===== src/rtl/pc_fetch_sequencer.sv =====
// rtl/pc_fetch_sequencer.sv - multi-cycle PC/fetch sequencer with im req/ack handshake
//
// Purpose: owns the program counter, fetches one instruction at a time from
// instruction memory, holds it in the instruction register while the datapath
// executes it, and computes the next PC from the controller's decisions.
//
// Ports:
//   clk, rst_n       clock (rising edge), asynchronous active-low reset
//   im_req/im_addr   read request and fetch address (im_addr == pc)
//   im_ack/im_rdata  memory response; word valid when im_ack=1
//   instr            instruction register (opcode/funct to the controller)
//   instr_valid      instr is the live instruction being executed
//   pc, link_pc      current instruction address and its pc+4
//   ALUOp/Jump/Link  controller decisions for the current instruction
//   zero, rs_data    ALU zero flag and register jump target
//   exec_done        datapath retires the current instruction
//   addr_err         sticky misaligned register-jump flag
module pc_fetch_sequencer #(
  parameter logic [31:0] RESET_PC = 32'h0000_0000
) (
  input  logic        clk,
  input  logic        rst_n,
  output logic        im_req,
  output logic [31:0] im_addr,
  input  logic        im_ack,
  input  logic [31:0] im_rdata,
  output logic [31:0] instr,
  output logic        instr_valid,
  output logic [31:0] pc,
  output logic [31:0] link_pc,
  input  logic [3:0]  ALUOp,
  input  logic        Jump,
  input  logic        Link,
  input  logic        zero,
  input  logic [31:0] rs_data,
  input  logic        exec_done,
  output logic        addr_err
);

  localparam logic [3:0] OP_BEQ  = 4'hA;
  localparam logic [3:0] OP_BNE  = 4'hB;
  localparam logic [3:0] OP_JR   = 4'hC;
  localparam logic [3:0] OP_JALR = 4'hD;
  localparam logic [3:0] OP_J    = 4'hE;
  localparam logic [3:0] OP_JAL  = 4'hF;

  typedef enum logic [1:0] {IDLE, REQ, EXEC} state_t;

  state_t      state, state_d;
  logic [31:0] pc_d, instr_d, link_pc_d;
  logic        im_req_d, instr_valid_d, addr_err_d;

  logic [31:0] pc4;
  logic [31:0] br_target;
  logic [31:0] next_pc;
  logic        reg_jump;

  // Link only tells the write-back side to use link_pc; nothing here depends on it.
  logic unused_link;
  assign unused_link = Link;

  assign im_addr   = pc;
  assign pc4       = pc + 32'd4;
  assign br_target = pc4 + {{14{instr[15]}}, instr[15:0], 2'b00};
  assign reg_jump  = Jump && (ALUOp == OP_JR || ALUOp == OP_JALR);

  always_comb begin
    next_pc = pc4;
    if (Jump) begin
      case (ALUOp)
        OP_BEQ:          next_pc = zero ? br_target : pc4;
        OP_BNE:          next_pc = zero ? pc4 : br_target;
        OP_J, OP_JAL:    next_pc = {pc4[31:28], instr[25:0], 2'b00};
        OP_JR, OP_JALR:  next_pc = {rs_data[31:2], 2'b00};
        default:         next_pc = pc4;
      endcase
    end
  end

  always_comb begin
    state_d       = state;
    pc_d          = pc;
    instr_d       = instr;
    link_pc_d     = link_pc;
    im_req_d      = im_req;
    instr_valid_d = instr_valid;
    addr_err_d    = addr_err;
    case (state)
      IDLE: begin
        state_d  = REQ;
        im_req_d = 1'b1;
      end
      REQ: begin
        if (im_ack) begin
          state_d       = EXEC;
          instr_d       = im_rdata;
          link_pc_d     = pc4;
          im_req_d      = 1'b0;
          instr_valid_d = 1'b1;
        end
      end
      EXEC: begin
        if (exec_done) begin
          state_d       = REQ;
          pc_d          = next_pc;
          instr_valid_d = 1'b0;
          im_req_d      = 1'b1;
          // Target is still aligned by dropping the low bits; the error only records it.
          if (reg_jump && (rs_data[1:0] != 2'b00)) addr_err_d = 1'b1;
        end
      end
      default: begin
        state_d  = IDLE;
        im_req_d = 1'b0;
      end
    endcase
  end

  always_ff @(posedge clk or negedge rst_n) begin
    if (!rst_n) begin
      state       <= IDLE;
      pc          <= RESET_PC;
      instr       <= 32'd0;
      link_pc     <= 32'd0;
      im_req      <= 1'b0;
      instr_valid <= 1'b0;
      addr_err    <= 1'b0;
    end else begin
      state       <= state_d;
      pc          <= pc_d;
      instr       <= instr_d;
      link_pc     <= link_pc_d;
      im_req      <= im_req_d;
      instr_valid <= instr_valid_d;
      addr_err    <= addr_err_d;
    end
  end

endmodule


===== config.mk =====
export PLATFORM = sky130hd
export DESIGN_NAME = pc_fetch_sequencer
export DESIGN_NICKNAME = d
export VERILOG_FILES = /design/src/rtl/pc_fetch_sequencer.sv
export SDC_FILE = /design/constraint.sdc
export NUM_CORES = 1
export LEC_CHECK = 0
export BUFFER_PORTS_ARGS = -buffer_cell sky130_fd_sc_hd__buf_2
export CORE_AREA = 4 4 169 138
export DETAILED_ROUTE_END_ITERATION = 10
export DIE_AREA = 0 0 173 142
export GPL_ROUTABILITY_DRIVEN = 0
export GPL_TIMING_DRIVEN = 1
export HOLD_SLACK_MARGIN = 0.06
export SLEW_MARGIN = 20
export SYNTH_ARGS = -nofsm -noshare
export SYNTH_HDL_FRONTEND = slang
export SYNTH_SLANG_ARGS = --single-unit

===== constraint.sdc =====
create_clock -name clk -period 4.52 [get_ports clk]
set_clock_uncertainty 0.2 [all_clocks]
set_input_delay 0.904 -clock clk [delete_from_list [all_inputs] [get_ports clk]]
set_output_delay 0.904 -clock clk [all_outputs]
set_load 0.05 [all_outputs]

==> summary.md, run 1 <==
| Metric | Value |
|---|---|
| Seq/Total Area, Yosys | `0.350` |
| Max-slew violations | `0` |
| Worst Setup Path Type | `reg2reg` |
| Post-synthesis cell area | `6860 sq um` |
| Adder-cell share of the synthesized area | `0.0649` |
| Initial antenna violation count | `0` |
| Hold Crit Class | `reg2reg` |
| Worst Setup End Kind | `flop` |
| Final Util | `0.386` |
| Sequential standard cell area | `2400 sq um` |
| Max transition margin | `0.405` |
| Drt first pass iters | `5` |
| Die height | `142 um` |
| Synth unique cells | `74` |
| ANT nets after route | `0` |
| Synth Warn # | `0` |
| Initial Util | `0.319` |
| Max Fclk | `235 MHz` |
| Drt first-iter violations | `695` |
| Area delta synth->final | `21.1%` |
| Max Fanout on Critical Path | `7` |
| Seq cells post-synth | `96` |
| Core area | `21,500 sq um` |
| Site Rows | `48` |
| Asr flop ratio synth | `1.00` |
| Period utilization | `0.940` |
| Total GRT Usage | `0.185` |
| First-pass GRT wire length | `36,000 um` |
| Mux cell area share after synthesis | `0.0801` |
| Synth Area in XOR/XNOR | `0.0660` |
| Worst slew pin tran | `886 ps` |
| Chip width | `173 um` |
| Drt wl/cell | `19.4 um` |
| Largest family of logic cells by synthesized area | `compound AO/OA/AOI/OAI gates` |
| Max Cap Viol | `0` |
| CTS clock-pin slew for the worst setup and hold paths | `80 ps` |
| DR DRC count | `0` |
| TNS Setup | `0 ps` |
| Synth area leaders | `dfrtp_1 35%, mux2_2 7.7%, ha_1 6.2%, buf_4 4.2%, o21ai_0 4.0%` |
| Syn avg cell area | `9.25 sq um` |
| Synth top area share | `0.350` |
| Synth Area in Compound Gates | `0.224` |
| Worst EP required | `4590 ps` |
| Ports | `206` |
| Simple-gate share of the synthesized area | `0.134` |
| Layout cell share with drive strength beyond 1 | `0.337` |
| Final HPWL DP | `17,300 um` |
| # H-tree levels | `3` |
| Synth area leader | `dfrtp_1` |
| Number of global-route vias before repair | `6,138` |
| Clk_lat worst skew | `360 ps` |
| CTS tree | `yes` |
| Clk sink count | `96` |
| Fillers | `2,280` |
| PortBufs | `198` |
| Total CTS buffers | `9` |
| Root Driver | `clkbuf_16` |
| Worst EP arrival | `4320 ps` |
| Die ar. | `24,600 sq um` |
| Count leader, synth | `dfrtp_1` |
| Post-synth EDFFs | `0` |
| Drt via density | `5.37` |
| Final Hold Vio Count | `0` |
| Grt total ovfl | `0` |
| Vias | `6,340` |
| Final WL | `22,900 um` |
| Post-Syn Instances | `742` |
| Final setup vio count | `0` |
| Status | `complete, no violations` |
| CP Launch Type | `flop` |
| Ant diodes | `0` |
| Multi-input gate area | `3950 sq um` |
| Top FF cell, synth | `dfrtp_1` |
| Nets@finish | `1,010` |
| Synth cell count leaders | `96 x dfrtp_1, 59 x nand2_1, 55 x o21ai_0` |
| Clock Tree Buf Depth | `2` |
| RSZ-0062 raised after global routing | `no` |
| Largest net degree at the start of global routing | `49` |
| Final min period | `4250 ps` |
path summary, 6_finish.rpt:
path / from / end / slack (ps) / depth (start not counted)
max reg2reg: im_addr[3] / im_addr[29] / 270 / 16
min reg2reg: state[1] / state[0] / 260 / 1
min in group asynchronous: rst_n / instr_valid / 360 / 1
min: state[1] / state[0] / 260 / 1
max in group asynchronous: rst_n / link_pc[28] / 2970 / 2
max: im_addr[3] / im_addr[29] / 270 / 16
cells in the final DEF (no fill, tap or decap), types with 8 or more instances in the layout:
master and instances:
xor2_1 27, xnor2_1 21, mux2_2 47, nor3_1 12, nand3_1 17, a21oi_1 43
ha_1 34, a22oi_1 8, and3_1 15, a222oi_1 16, nand4_1 8, o21ai_0 55
o22ai_1 10, dfrtp_1 96, buf_2 197, nor2_1 39, nand2_1 59, inv_1 29
clkbuf_16 9, buf_4 22, o21a_1 9, a221oi_1 11, a21o_1 11
metrics by stage:
stage                     area [sq um]  worst slack [ps]  hold WS, ps  std cells
final                             8310               269          255       1180
after detailed placement          7960               300          253       1164
after global placement            7960               324          234       1164
after global routing              8310              6.46          287       1180
after floorplan                   6880               270          229        747
after CTS                         8310               262          266       1180
kinds of logic (layout without fill, tap and decap cells):
| family | after synthesis | count (layout) |
|---|---|---|
| other | 1 | 6 |
| flip-flops | 96 | 96 |
| adder cells (fa/ha/maj) | 35 | 35 |
| XOR/XNOR | 50 | 50 |
| AND/OR/NAND/NOR | 183 | 183 |
| buffers and inverters | 106 | 264 |
| AO/OA/AOI/OAI | 222 | 222 |
| multiplexers | 49 | 49 |
timing repair:
item                       4_1_cts  5_1_grt
gates resized for setup          0        1
buffers inserted                 0        0
hold buffers                     0        0
setup endpoints to repair        0        1
metal layers:
layer	routed length [um]	track usage	share of wire	up-vias
met5	0	0	0	-
met4	162	0.0319	0.0071	0
met3	1950	0.0473	0.085	18
met2	9410	0.270	0.41	277
met1	11400	0.279	0.50	3016
li1	-	-	-	3029
state kept, by name, summed over array words and instances, names as in the netlist:
name and cells:
link_pc 30, instr_valid 1, instr 32, addr_err 1, im_addr 30, state 2
area by class of cell:
type / count / area share
multi-input cells: 545 / 0.476
flip-flops and latches: 96 / 0.289
repair buffers: 219 / 0.139
well taps: 275 / 0.0414
clock buffers: 9 / 0.0271
clock inverters: 7 / 0.0151
inverters: 29 / 0.0131
critical path, stage by stage (launching register included):
cell and delay [ps]:
dfrtp_1 470, ha_1 310, nand4_2 240, nor3_4 280, buf_4 200, nand2_1 70
xor2_1 320, inv_1 80, ha_1 380, a21oi_1 210, o21a_1 170, o22a_1 190
o31ai_4 130, a31oi_1 310, a32oi_1 160, o211a_1 220, a211oi_1 210
Power of run 1 is left out: the tool's default activity adds up to more than one toggle a clock period on the data nets, which glitch-free logic cannot reach.
==> run 2, diff against run 1 <==
ABC_AREA = 1   (was unset)
CORE_AREA = 4 4 182 148   (was 4 4 169 138)
DIE_AREA = 0 0 186 152   (was 0 0 173 142)
==> summary.md, run 2 <==
| Metric | Value |
|---|---|
| Status | `complete, no violations` |
| Crit path cell chain | `ha_1 -> nand2_2 -> nor2_4 -> nand2_4 -> nor2_2 -> xor2_1 -> inv_1 -> ha_1 -> nand2_1 -> inv_1 -> nand2_1 -> nor2_1 -> nand4_1 -> nand3_1 -> nand2_1 -> nand3_1 -> nand2_1 -> a21oi_1 -> nor2_1` |
| First-pass GRT wire length | `46,200 um (+28%)` |
| Final min period | `3860 ps (-391 ps)` |
| Hold slack | `276 ps (+20.6 ps)` |
| Seq/Total Area, Yosys | `0.303 (-0.0473)` |
| CTS clock-pin slew for the worst setup and hold paths | `80 ps (about the same)` |
| Largest net degree at the start of global routing | `46 (-6.1%)` |
| Drt via density | `4.95 (-7.9%)` |
| Synth Warn # | `0 (unchanged)` |
| Dpl ws | `760 ps (+461 ps)` |
| CP Launch Type | `flop` |
| GRT Max-Usage Layer | `met1` |
| Core area | `25,100 sq um (+17%)` |
| Asr flop ratio synth | `1.00 (unchanged)` |
| Final setup vio count | `0 (unchanged)` |
| Max reg flops | `32 (unchanged)` |
| PnR worst setup slack | `659 ps (+391 ps)` |
| Synth unique cells | `47 (-36%)` |
| Drt first-iter violations | `970 (+40%)` |
| Synth cell count leaders | `496 x nand2_1, 181 x inv_1, 96 x dfrtp_1` |
| Grt total ovfl | `0 (unchanged)` |
| CP Buf/Inv Count | `2 (unchanged)` |
| # H-tree levels | `3 (unchanged)` |
| Reg2reg setup slack | `660 ps (+390 ps)` |
| DR DRC count | `0 (unchanged)` |
| Initial antenna violation count | `1 (+1)` |
| Synth area leader | `dfrtp_1` |
| Top FF cell, synth | `dfrtp_1` |
| Post-Syn Instances | `1,248 (+68%)` |
| Worst EP arrival | `3920 ps (-400 ps)` |
| Nets@finish | `1,524 (+51%)` |
| Final Hold Vio Count | `0 (unchanged)` |
| Met2 GRT Util | `0.299 (+0.0289)` |
| Area delta synth->final | `18.8%` |
| Slowest stage delay, CP | `540 ps (+70 ps)` |
| WP depth | `19 (+3)` |
| Syn avg cell area | `6.36 sq um (-31%)` |
| Chip width | `186 um (+7.5%)` |
| Ant diodes | `0 (unchanged)` |
| Drt wl/cell | `17.3 um (-11%)` |
| Layout cell share with drive strength beyond 1 | `0.194 (-0.143)` |
| Final Cell Area | `9430 sq um (+13%)` |
| Hold Buf Count CTS | `0 (unchanged)` |
| Largest reg by FF count | `instr` |
| Max-slew violations | `0 (unchanged)` |
| Initial Util | `0.316 (-0.00327)` |
| Site Rows | `52 (+8.3%)` |
| Clk_lat worst skew | `380 ps (+20 ps)` |
| Final WL | `30,100 um (+31%)` |
| Number of global-route vias before repair | `7,867 (+28%)` |
| TNS Setup | `0 ps (unchanged)` |
| Clock Tree Buf Depth | `2 (unchanged)` |
| Hold Crit Class | `in2async` |
| Max Cap Viol | `0 (unchanged)` |
| Drt first pass iters | `5 (unchanged)` |
| Area post-placement | `9100 sq um (+14%)` |
| Worst EP required | `4580 ps (about the same)` |
| Die height | `152 um (+7.0%)` |
| Met1 GRT Util | `0.328 (+0.0492)` |
| Period utilization | `0.854 (-0.0864)` |
| Post CTS Setup Buffer Count | `0 (unchanged)` |
| Synth top area share | `0.303 (-0.0473)` |
| Most common cell after layout, fill and taps aside | `nand2_1` |
| Root Driver | `clkbuf_16` |
| Met3 GRT Util | `0.0387 (-0.00856)` |
| Max Fanout on Critical Path | `8 (+1)` |
| Reg2reg start | `im_addr[2]` |
| Total GRT Usage | `0.209 (+0.0242)` |
| Worst slew pin tran | `806 ps (-80.3 ps)` |
| Synth area leaders | `dfrtp_1 30%, nand2_1 23%, inv_1 8.6%, ha_1 5.4%, nand3_1 4.5%` |
| Max transition margin | `0.463 (+0.0581)` |
| Clk sink count | `96 (unchanged)` |
| Total CTS buffers | `9 (unchanged)` |
| Post-CTS Resized | `0 (unchanged)` |
| Final HPWL DP | `24,100 um (+39%)` |
| Post-synthesis cell area | `7930 sq um (+16%)` |
| CTS tree | `yes` |
| Max Fclk | `259 MHz (+10%)` |
| RSZ-0062 raised after global routing | `no` |
| Seq cells post-synth | `96 (unchanged)` |
| PortBufs | `198 (unchanged)` |
| Cell mode on critical path | `nand2_1` |
| Worst Setup Path Type | `reg2reg` |
| Vias | `8,621 (+36%)` |
| Die ar. | `28,300 sq um (+15%)` |
| RR Endpoint | `im_addr[21]` |
| Ports | `206 (unchanged)` |
| ANT nets after route | `0 (unchanged)` |
| Slowest cell on the critical path | `dfrtp_1` |
| Most frequent cells in the layout | `496 x nand2_1, 197 x buf_2, 181 x inv_1` |
| Worst Setup End Kind | `flop` |
| Crit path max-delay family | `simple AND/OR/NAND/NOR gates` |
| Reg2Reg Depth | `19 (+3)` |
| Count leader, synth | `nand2_1` |
| Post-synth EDFFs | `0 (unchanged)` |
run 2: cell types whose count changed after synthesis, moves of 14 or more:
| cell | before | now |
|---|---|---|
| inv_1 | 29 | 181 |
| a222oi_1 | 16 | 0 |
| nand3_1 | 18 | 71 |
| mux2_2 | 47 | 0 |
| xor2_1 | 27 | 13 |
| nor2_1 | 42 | 68 |
| nand2_1 | 59 | 496 |
| and3_1 | 15 | 0 |
| xnor2_1 | 21 | 7 |
| a22oi_1 | 8 | 26 |
run 2: worst register-to-register path, cell delays in order, from the launching register on:
cell     delay [ps]
dfrtp_1         540
ha_1            280
nand2_2         100
nor2_4          120
nand2_4         100
nor2_2          190
xor2_1          420
inv_1           110
ha_1            360
nand2_1         100
inv_1            80
nand2_1          80
nor2_1          310
nand4_1         170
nand3_1         120
nand2_1          50
nand3_1          80
nand2_1         120
a21oi_1         170
nor2_1           50
run 2: logic make-up after synthesis:
kind of cell    count (synthesis)  share of synthesized area
compound gates                139                      0.103
xor+xnor                       22                     0.0262
fa+ha+maj                      35                     0.0562
buf+inv                       251                      0.137
flops                          96                      0.303
other cells                     1                   0.000473
simple gates                  704                      0.374
run 2: worst max path at each step:
stage | end | startpoint
after floorplan | im_addr[27] | im_addr[2]
after global placement | im_addr[21] | im_addr[2]
after detailed placement | im_addr[21] | im_addr[2]
after CTS | im_addr[21] | im_addr[2]
after global routing | im_addr[21] | im_addr[2]
final | im_addr[21] | im_addr[2]
run 2: layer usage:
metal  share of wire  routed length (um)
met5               0                   0
met3           0.092                2770
met2            0.40               12200
met4           0.013                 391
met1            0.49               14800
run 2: through the flow:
stage / utilization / cells
after floorplan: - / 1253
after global placement: 0.362 / 1727
after detailed placement: 0.362 / 1727
after CTS: 0.375 / 1743
after global routing: 0.375 / 1743
final: 0.375 / 1743
run 2: layout make-up:
class | instances | area, sq um
fillers | 2736 | 15700
multi-input cells | 906 | 4470
flip-flops and latches | 96 | 2400
repair buffers | 215 | 1120
inverters | 186 | 698
well taps | 324 | 405
clock buffers | 9 | 225
clock inverters | 7 | 101
Power of run 2 is left out for the same reason.
